--- src/rtl/spi_fifo_ctrl.sv ---
// spi_fifo_ctrl: SPI push/pull FIFO, req/ack write port and
// req/resp/ack read port, with level thresholds and sticky status.
//
// Ports:
//   clk_i, arst_n_i      clock, async active-low reset
//   soft_rst_i           sync reset, same effect as arst_n_i
//   allow_overwrite_i    full write discards the oldest entry
//   clear_flags_i        clears sticky flags (set wins)
//   req_a_i, data_a_i    write request/data, held until ack_a_o
//   ack_a_o              one-cycle write acknowledge
//   req_b_i              read request
//   data_b_o, resp_b_o   read data/response, held until ack_b_i
//   rd_empty_o           response came from an empty FIFO
//   ack_b_i              read acknowledge, pops the entry
//   fifo_occupancy_o     zero-extended occupancy
//   fifo_full_o, fifo_empty_o, almost_full_o, almost_empty_o
//   overflow_o, overrun_o, underflow_o   sticky status
module spi_fifo_ctrl #(
  parameter int DATA_WIDTH = 16,
  parameter int FIFO_ADDR  = 4,
  parameter int REG_WIDTH  = 16,
  parameter int AF_LEVEL   = 12,
  parameter int AE_LEVEL   = 4
) (
  input  logic                  clk_i,
  input  logic                  arst_n_i,
  input  logic                  soft_rst_i,
  input  logic                  allow_overwrite_i,
  input  logic                  clear_flags_i,
  input  logic                  req_a_i,
  input  logic [DATA_WIDTH-1:0] data_a_i,
  output logic                  ack_a_o,
  input  logic                  req_b_i,
  output logic [DATA_WIDTH-1:0] data_b_o,
  output logic                  resp_b_o,
  output logic                  rd_empty_o,
  input  logic                  ack_b_i,
  output logic [REG_WIDTH-1:0]  fifo_occupancy_o,
  output logic                  fifo_full_o,
  output logic                  fifo_empty_o,
  output logic                  almost_full_o,
  output logic                  almost_empty_o,
  output logic                  overflow_o,
  output logic                  overrun_o,
  output logic                  underflow_o
);

  localparam int FIFO_DEPTH = 2 ** FIFO_ADDR;
  localparam int OCC_W = FIFO_ADDR + 1;

  typedef logic [OCC_W-1:0]     occ_t;
  typedef logic [FIFO_ADDR-1:0] ptr_t;

  localparam occ_t OCC_FULL = occ_t'(FIFO_DEPTH);
  localparam occ_t AF_LVL   = occ_t'(AF_LEVEL);
  localparam occ_t AE_LVL   = occ_t'(AE_LEVEL);
  localparam occ_t OCC_ONE  = occ_t'(1);
  localparam ptr_t PTR_ONE  = ptr_t'(1);

  typedef enum logic {
    WR_IDLE,
    WR_ACK
  } wr_state_t;

  typedef enum logic {
    RD_IDLE,
    RD_RESP
  } rd_state_t;

  wr_state_t wr_state_q;
  rd_state_t rd_state_q;

  logic [DATA_WIDTH-1:0] mem [FIFO_DEPTH];

  ptr_t head_q;
  ptr_t tail_q;
  occ_t occ_q;
  occ_t occ_d;

  logic full;
  logic empty;
  logic rd_start;
  logic pop;
  logic head_lock;
  logic overwrite_ok;
  logic wr_req;
  logic space;
  logic wr_acc;
  logic ovr_evt;
  logic ovf_evt;
  logic unf_evt;

  assign full  = (occ_q == OCC_FULL);
  assign empty = (occ_q == '0);

  assign rd_start = (rd_state_q == RD_IDLE) && req_b_i;

  // Only a non-empty response removes an entry.
  assign pop = (rd_state_q == RD_RESP) && ack_b_i
             && !rd_empty_o;

  // The head is locked from the cycle a read samples it until
  // the pop, so an overwrite cannot discard the entry in flight.
  assign head_lock    = resp_b_o || rd_start;
  assign overwrite_ok = allow_overwrite_i && !head_lock;

  assign wr_req  = (wr_state_q == WR_IDLE) && req_a_i;
  assign space   = !full || pop;
  assign wr_acc  = wr_req && (space || overwrite_ok);
  assign ovr_evt = wr_acc && full && !pop;
  assign ovf_evt = wr_req && !wr_acc;
  assign unf_evt = rd_start && empty;

  always_comb begin
    occ_d = occ_q;
    unique case (1'b1)
      (wr_acc && !ovr_evt && !pop): occ_d = occ_q + OCC_ONE;
      (pop && !wr_acc):             occ_d = occ_q - OCC_ONE;
      default:                      occ_d = occ_q;
    endcase
  end

  // Storage is not reset; contents are undefined after reset.
  always_ff @(posedge clk_i) begin
    if (wr_acc && !soft_rst_i) begin
      mem[tail_q] <= data_a_i;
    end
  end

  always_ff @(posedge clk_i or negedge arst_n_i) begin
    if (!arst_n_i) begin
      head_q <= '0;
      tail_q <= '0;
      occ_q  <= '0;
    end else if (soft_rst_i) begin
      head_q <= '0;
      tail_q <= '0;
      occ_q  <= '0;
    end else begin
      occ_q <= occ_d;
      if (wr_acc) begin
        tail_q <= tail_q + PTR_ONE;
      end
      if (pop || ovr_evt) begin
        head_q <= head_q + PTR_ONE;
      end
    end
  end

  always_ff @(posedge clk_i or negedge arst_n_i) begin
    if (!arst_n_i) begin
      wr_state_q <= WR_IDLE;
      ack_a_o    <= 1'b0;
    end else if (soft_rst_i) begin
      wr_state_q <= WR_IDLE;
      ack_a_o    <= 1'b0;
    end else begin
      unique case (wr_state_q)
        WR_IDLE: begin
          ack_a_o <= wr_acc;
          if (wr_acc) begin
            wr_state_q <= WR_ACK;
          end
        end
        WR_ACK: begin
          ack_a_o    <= 1'b0;
          wr_state_q <= WR_IDLE;
        end
        default: begin
          ack_a_o    <= 1'b0;
          wr_state_q <= WR_IDLE;
        end
      endcase
    end
  end

  always_ff @(posedge clk_i or negedge arst_n_i) begin
    if (!arst_n_i) begin
      rd_state_q <= RD_IDLE;
      resp_b_o   <= 1'b0;
      rd_empty_o <= 1'b0;
      data_b_o   <= '0;
    end else if (soft_rst_i) begin
      rd_state_q <= RD_IDLE;
      resp_b_o   <= 1'b0;
      rd_empty_o <= 1'b0;
      data_b_o   <= '0;
    end else begin
      unique case (rd_state_q)
        RD_IDLE: begin
          if (req_b_i) begin
            rd_state_q <= RD_RESP;
            resp_b_o   <= 1'b1;
            rd_empty_o <= empty;
            data_b_o   <= empty ? '0 : mem[head_q];
          end
        end
        RD_RESP: begin
          if (ack_b_i) begin
            rd_state_q <= RD_IDLE;
            resp_b_o   <= 1'b0;
            rd_empty_o <= 1'b0;
          end
        end
        default: begin
          rd_state_q <= RD_IDLE;
          resp_b_o   <= 1'b0;
          rd_empty_o <= 1'b0;
        end
      endcase
    end
  end

  always_ff @(posedge clk_i or negedge arst_n_i) begin
    if (!arst_n_i) begin
      overflow_o  <= 1'b0;
      overrun_o   <= 1'b0;
      underflow_o <= 1'b0;
    end else if (soft_rst_i) begin
      overflow_o  <= 1'b0;
      overrun_o   <= 1'b0;
      underflow_o <= 1'b0;
    end else begin
      overflow_o  <= ovf_evt
                   || (overflow_o && !clear_flags_i);
      overrun_o   <= ovr_evt
                   || (overrun_o && !clear_flags_i);
      underflow_o <= unf_evt
                   || (underflow_o && !clear_flags_i);
    end
  end

  assign fifo_occupancy_o = REG_WIDTH'(occ_q);
  assign fifo_full_o      = full;
  assign fifo_empty_o     = empty;
  assign almost_full_o    = (occ_q >= AF_LVL);
  assign almost_empty_o   = (occ_q <= AE_LVL);

endmodule

--- config.mk ---
export PLATFORM = sky130hd
export DESIGN_NAME = spi_fifo_ctrl
export DESIGN_NICKNAME = d
export VERILOG_FILES = /design/src/rtl/spi_fifo_ctrl.sv
export SDC_FILE = /design/constraint.sdc
export NUM_CORES = 1
export LEC_CHECK = 0
export CORE_MARGIN = 5
export CORE_UTILIZATION = 45
export CTS_BUF_LIST = sky130_fd_sc_hd__clkbuf_8 sky130_fd_sc_hd__clkbuf_16
export CTS_CLUSTER_DIAMETER = 120
export DETAILED_ROUTE_END_ITERATION = 6
export SLEW_MARGIN = 20
export SYNTH_ARGS = -nofsm -noshare
export SYNTH_HDL_FRONTEND = slang
export SYNTH_SLANG_ARGS = --single-unit
--- constraint.sdc ---
create_clock -name clk_i -period 3 [get_ports clk_i]
set_input_delay 0.6 -clock clk_i [delete_from_list [all_inputs] [get_ports clk_i]]
set_output_delay 0.6 -clock clk_i [all_outputs]
set_load 0.01 [all_outputs]
==> results.py <==
metrics = {
    "routing": {
        "postRouteAntennaNets": 0,
        "drt-pass1-iter-count": 4,
        "avgViaCountPerCell": 5.521,
        "wl_met2_um": 12620,
        "top_layer_used": "met5",
        "num_vias": 5874,
        "wl_met3_um": 1646,
        "wl_per_cell_um": 23.61,
        "drc": 0,
        "totalWireLength_um": 25120,
        "first_iter_violations": 545,
        "met1Wirelength_um": 10550,
    },
    "clock_tree": {
        "ctsHoldBuffers": 0,
        "cts_buffers": 29,
        "clock_latency_ps": 540,
        "cts_resized": 1,
        "cts_tree": "built",
        "post_cts_buffers": 0,
        "cts_sinks": 292,
        "clk_path_buf_depth": 3,
        "root_buffer": "clkbuf_16",
        "cts_max_level": 1,
        "clk_pin_slew_ps": 60,
    },
    "synth": {
        "synthArstFlopShare": 0.1233,
        "syn_area_mm2": 0.01167,
        "synth_area_leaders": "edfxtp_1 (66%), mux4_2 (12%), dfrtp_1 (7.7%)",
        "syn_avg_cell_area_um2": 19.22,
        "yosysWarnings": 0,
        "synth_ff_type": "edfxtp_1",
        "synth_top_area_share": 0.6589,
        "yosysSeqAreaShare": 0.7361,
        "synth_cell_types": 50,
        "synth_cells": 607,
        "ys_ff_latch": 292,
        "synth_edf_count": 256,
        "yosysTopAreaCell": "edfxtp_1",
    },
    "sta": {
        "finalSetupViolCount": 0,
        "tightest_slew_ps": 988.9,
        "hold_violations": 0,
        "grt_setup_unrepaired": "no",
        "clock_skew_ps": 11.72,
        "fin_crit_sh": 0.9489,
        "fin_crit_ps": 2847,
        "slew_viol_final": 0,
        "max_freq_mhz": 351.3,
        "slew_headroom": 0.3407,
        "tns_ps": 0,
    },
    "flow_run": {
        "drv_cap": 0,
    },
    "setup_path": {
        "crit_path_end_kind": "output pin",
        "worstPathMaxFanout": 6,
        "slowest_delay_ps": 600,
        "crit_start": "occ_q[0]",
        "path_cells": "or3_4 -> nor3_4 -> clkdlybuf4s50_1",
        "cp_top_family": "simple AND/OR/NAND/NOR gates",
        "crit_arrival_ps": 2250,
        "reg2reg_setup_slack_ps": 660,
        "r2r_start": "occ_q[0]",
        "cp_slowest_cell": "clkdlybuf4s50_1",
        "worstSetupStartpointType": "register",
        "worstPathRequired_ps": 2400,
        "worst-path-buf-inv": 1,
        "crit_type": "register to output pin",
        "reg2reg_to": "mem[2][7]",
        "worst_r2r_path_depth": 8,
    },
    "min_path": {
        "hp-class": "input port to asynchronous set/reset pin",
    },
    "floorplanning": {
        "dieArea_mm2": 0.02925,
        "core-area_mm2": 0.02576,
        "initial_core_util": 0.4529,
        "dieWidth_um": 171.0,
        "ios": 66,
        "dieHeight_um": 171.0,
        "num_rows": 59,
    },
    "pwr": {
        "power.leakage_nw": 4.686,
        "comb_power_share": 0.075,
        "cellInternalPower_w": 0.006829,
        "p_per_area_mw_per_mm2": 624.1,
        "p_seq_frac": 0.528,
        "ir_worst_vdd_v": 0.0004896,
        "p_clk_frac": 0.397,
        "p_sw_w": 0.001852,
        "swShare": 0.2133,
        "total_power_w": 0.008682,
    },
    "layout": {
        "layout.cells.non_filler": 1064,
        "diodes": 0,
        "layout-drive-gt1-share": 0.2497,
        "final_common_cell": "edfxtp_1",
        "synthToLayoutAreaGrowth_pct": 19.23,
        "num-nets-final": 740,
        "final_cell_mix": "edfxtp_1 (256), mux4_2 (64), clkdlybuf4s50_1 (52)",
    },
    "global_route": {
        "grt-ovfl-total": 0,
        "grt.total_usage": 0.1756,
        "grt_pass1_wl_um": 38320,
        "antenna_found_initial": 1,
        "grt_max_degree": 69,
        "grt_pass1_vias": 6170,
    },
    "placement": {
        "dp.cells": 1011,
        "hpwl_um": 15440,
        "port_buffers": 54,
        "gp_congestion": 0.7823,
    },
    "run_status": {
        "status": "finished clean",
    },
}
## kinds of logic (layout without fill, tap and decap cells)
logic type               after synthesis  count (layout)  synth area share
other                                  1              11         0.0003214
multiplexers                         100             100            0.1545
AO/OA/AOI/OAI                         43              43           0.02992
XOR/XNOR                               6               6          0.004504
adder cells (fa/ha/maj)                9               9           0.01030
AND/OR/NAND/NOR                      105             105           0.04247
flip-flops                           292             292            0.7361
buffers and inverters                 51             163           0.02188
## power by group through the flow
stage          logic, W  clock network [W]  registers, W
6_report       0.000654            0.00344       0.00458
5_1_grt        0.000712            0.00371       0.00459
4_1_cts        0.000665            0.00353       0.00458
3_5_place_dp   0.000664                  0       0.00467
3_3_place_gp   0.000652                  0       0.00466
2_1_floorplan  0.000338                  0       0.00466
## layout make-up
| cell class | count | area (um^2) |
|---|---|---|
| repair buffers | 99 | 1022 |
| clock buffers | 36 | 822.0 |
| multi-input cells | 274 | 2902 |
| clock inverters | 17 | 110.1 |
| inverters | 11 | 41.29 |
| flip-flops and latches | 292 | 8594 |
| fillers | 1932 | 11850 |
| well taps | 335 | 419.2 |
## flip-flops by register name, summed over array words and instances (netlist names)
name	count
ack_a_o	1
underflow_o	1
rd_empty_o	1
occ_q	5
overflow_o	1
overrun_o	1
tail_q	4
rd_state_q	1
resp_b_o	1
mem	256
data_b_o	16
head_q	4
## cell usage after synthesis (2+ instances only)
master    count
nand3b_1      2
or3_1         3
buf_1         2
mux2i_1      35
nand3_1       2
nand2_1      10
xnor2_1       4
dfrtp_1      36
nor2b_1       6
inv_1        11
a32oi_1       2
or4_1         2
mux4_2       64
a21oi_1       5
ha_1          8
edfxtp_1    256
nor3b_1       2
o21a_1        3
a211o_1      16
buf_2        11
nor2_1       66
clkbuf_1     14
buf_4        11
or3_4         2
nand2b_1      5
o21ai_0       4
xor2_1        2
## layer usage
layer / vias to the layer above / global-route usage
met5: - / 0
met4: 2 / 0.03307
met3: 27 / 0.03027
met2: 157 / 0.2971
met1: 3098 / 0.2449
li1: 2590 / -
## metrics by stage
stage	hold WS, ps	utilization	cell area (um^2)	setup WS, ps
floorplan	304.4	-	11710	410.4
global placement	480.3	0.5038	12980	113.7
detailed placement	475.8	0.5038	12980	103.3
CTS	234.4	0.5399	13910	116.7
global route	282.0	0.5399	13910	68.79
finish	228.7	0.5399	13910	153.3
## worst max-delay path by stage
stage               cells past startpoint  slack (ps)           end
floorplan                               5         410     mem[0][0]
finish                                  3         150  fifo_empty_o
CTS                                     3         120  fifo_empty_o
global placement                       10         110      occ_q[4]
detailed placement                     10         100      occ_q[4]
global route                            3          70  fifo_empty_o
Note: power is estimated with default switching activity, not from simulation.
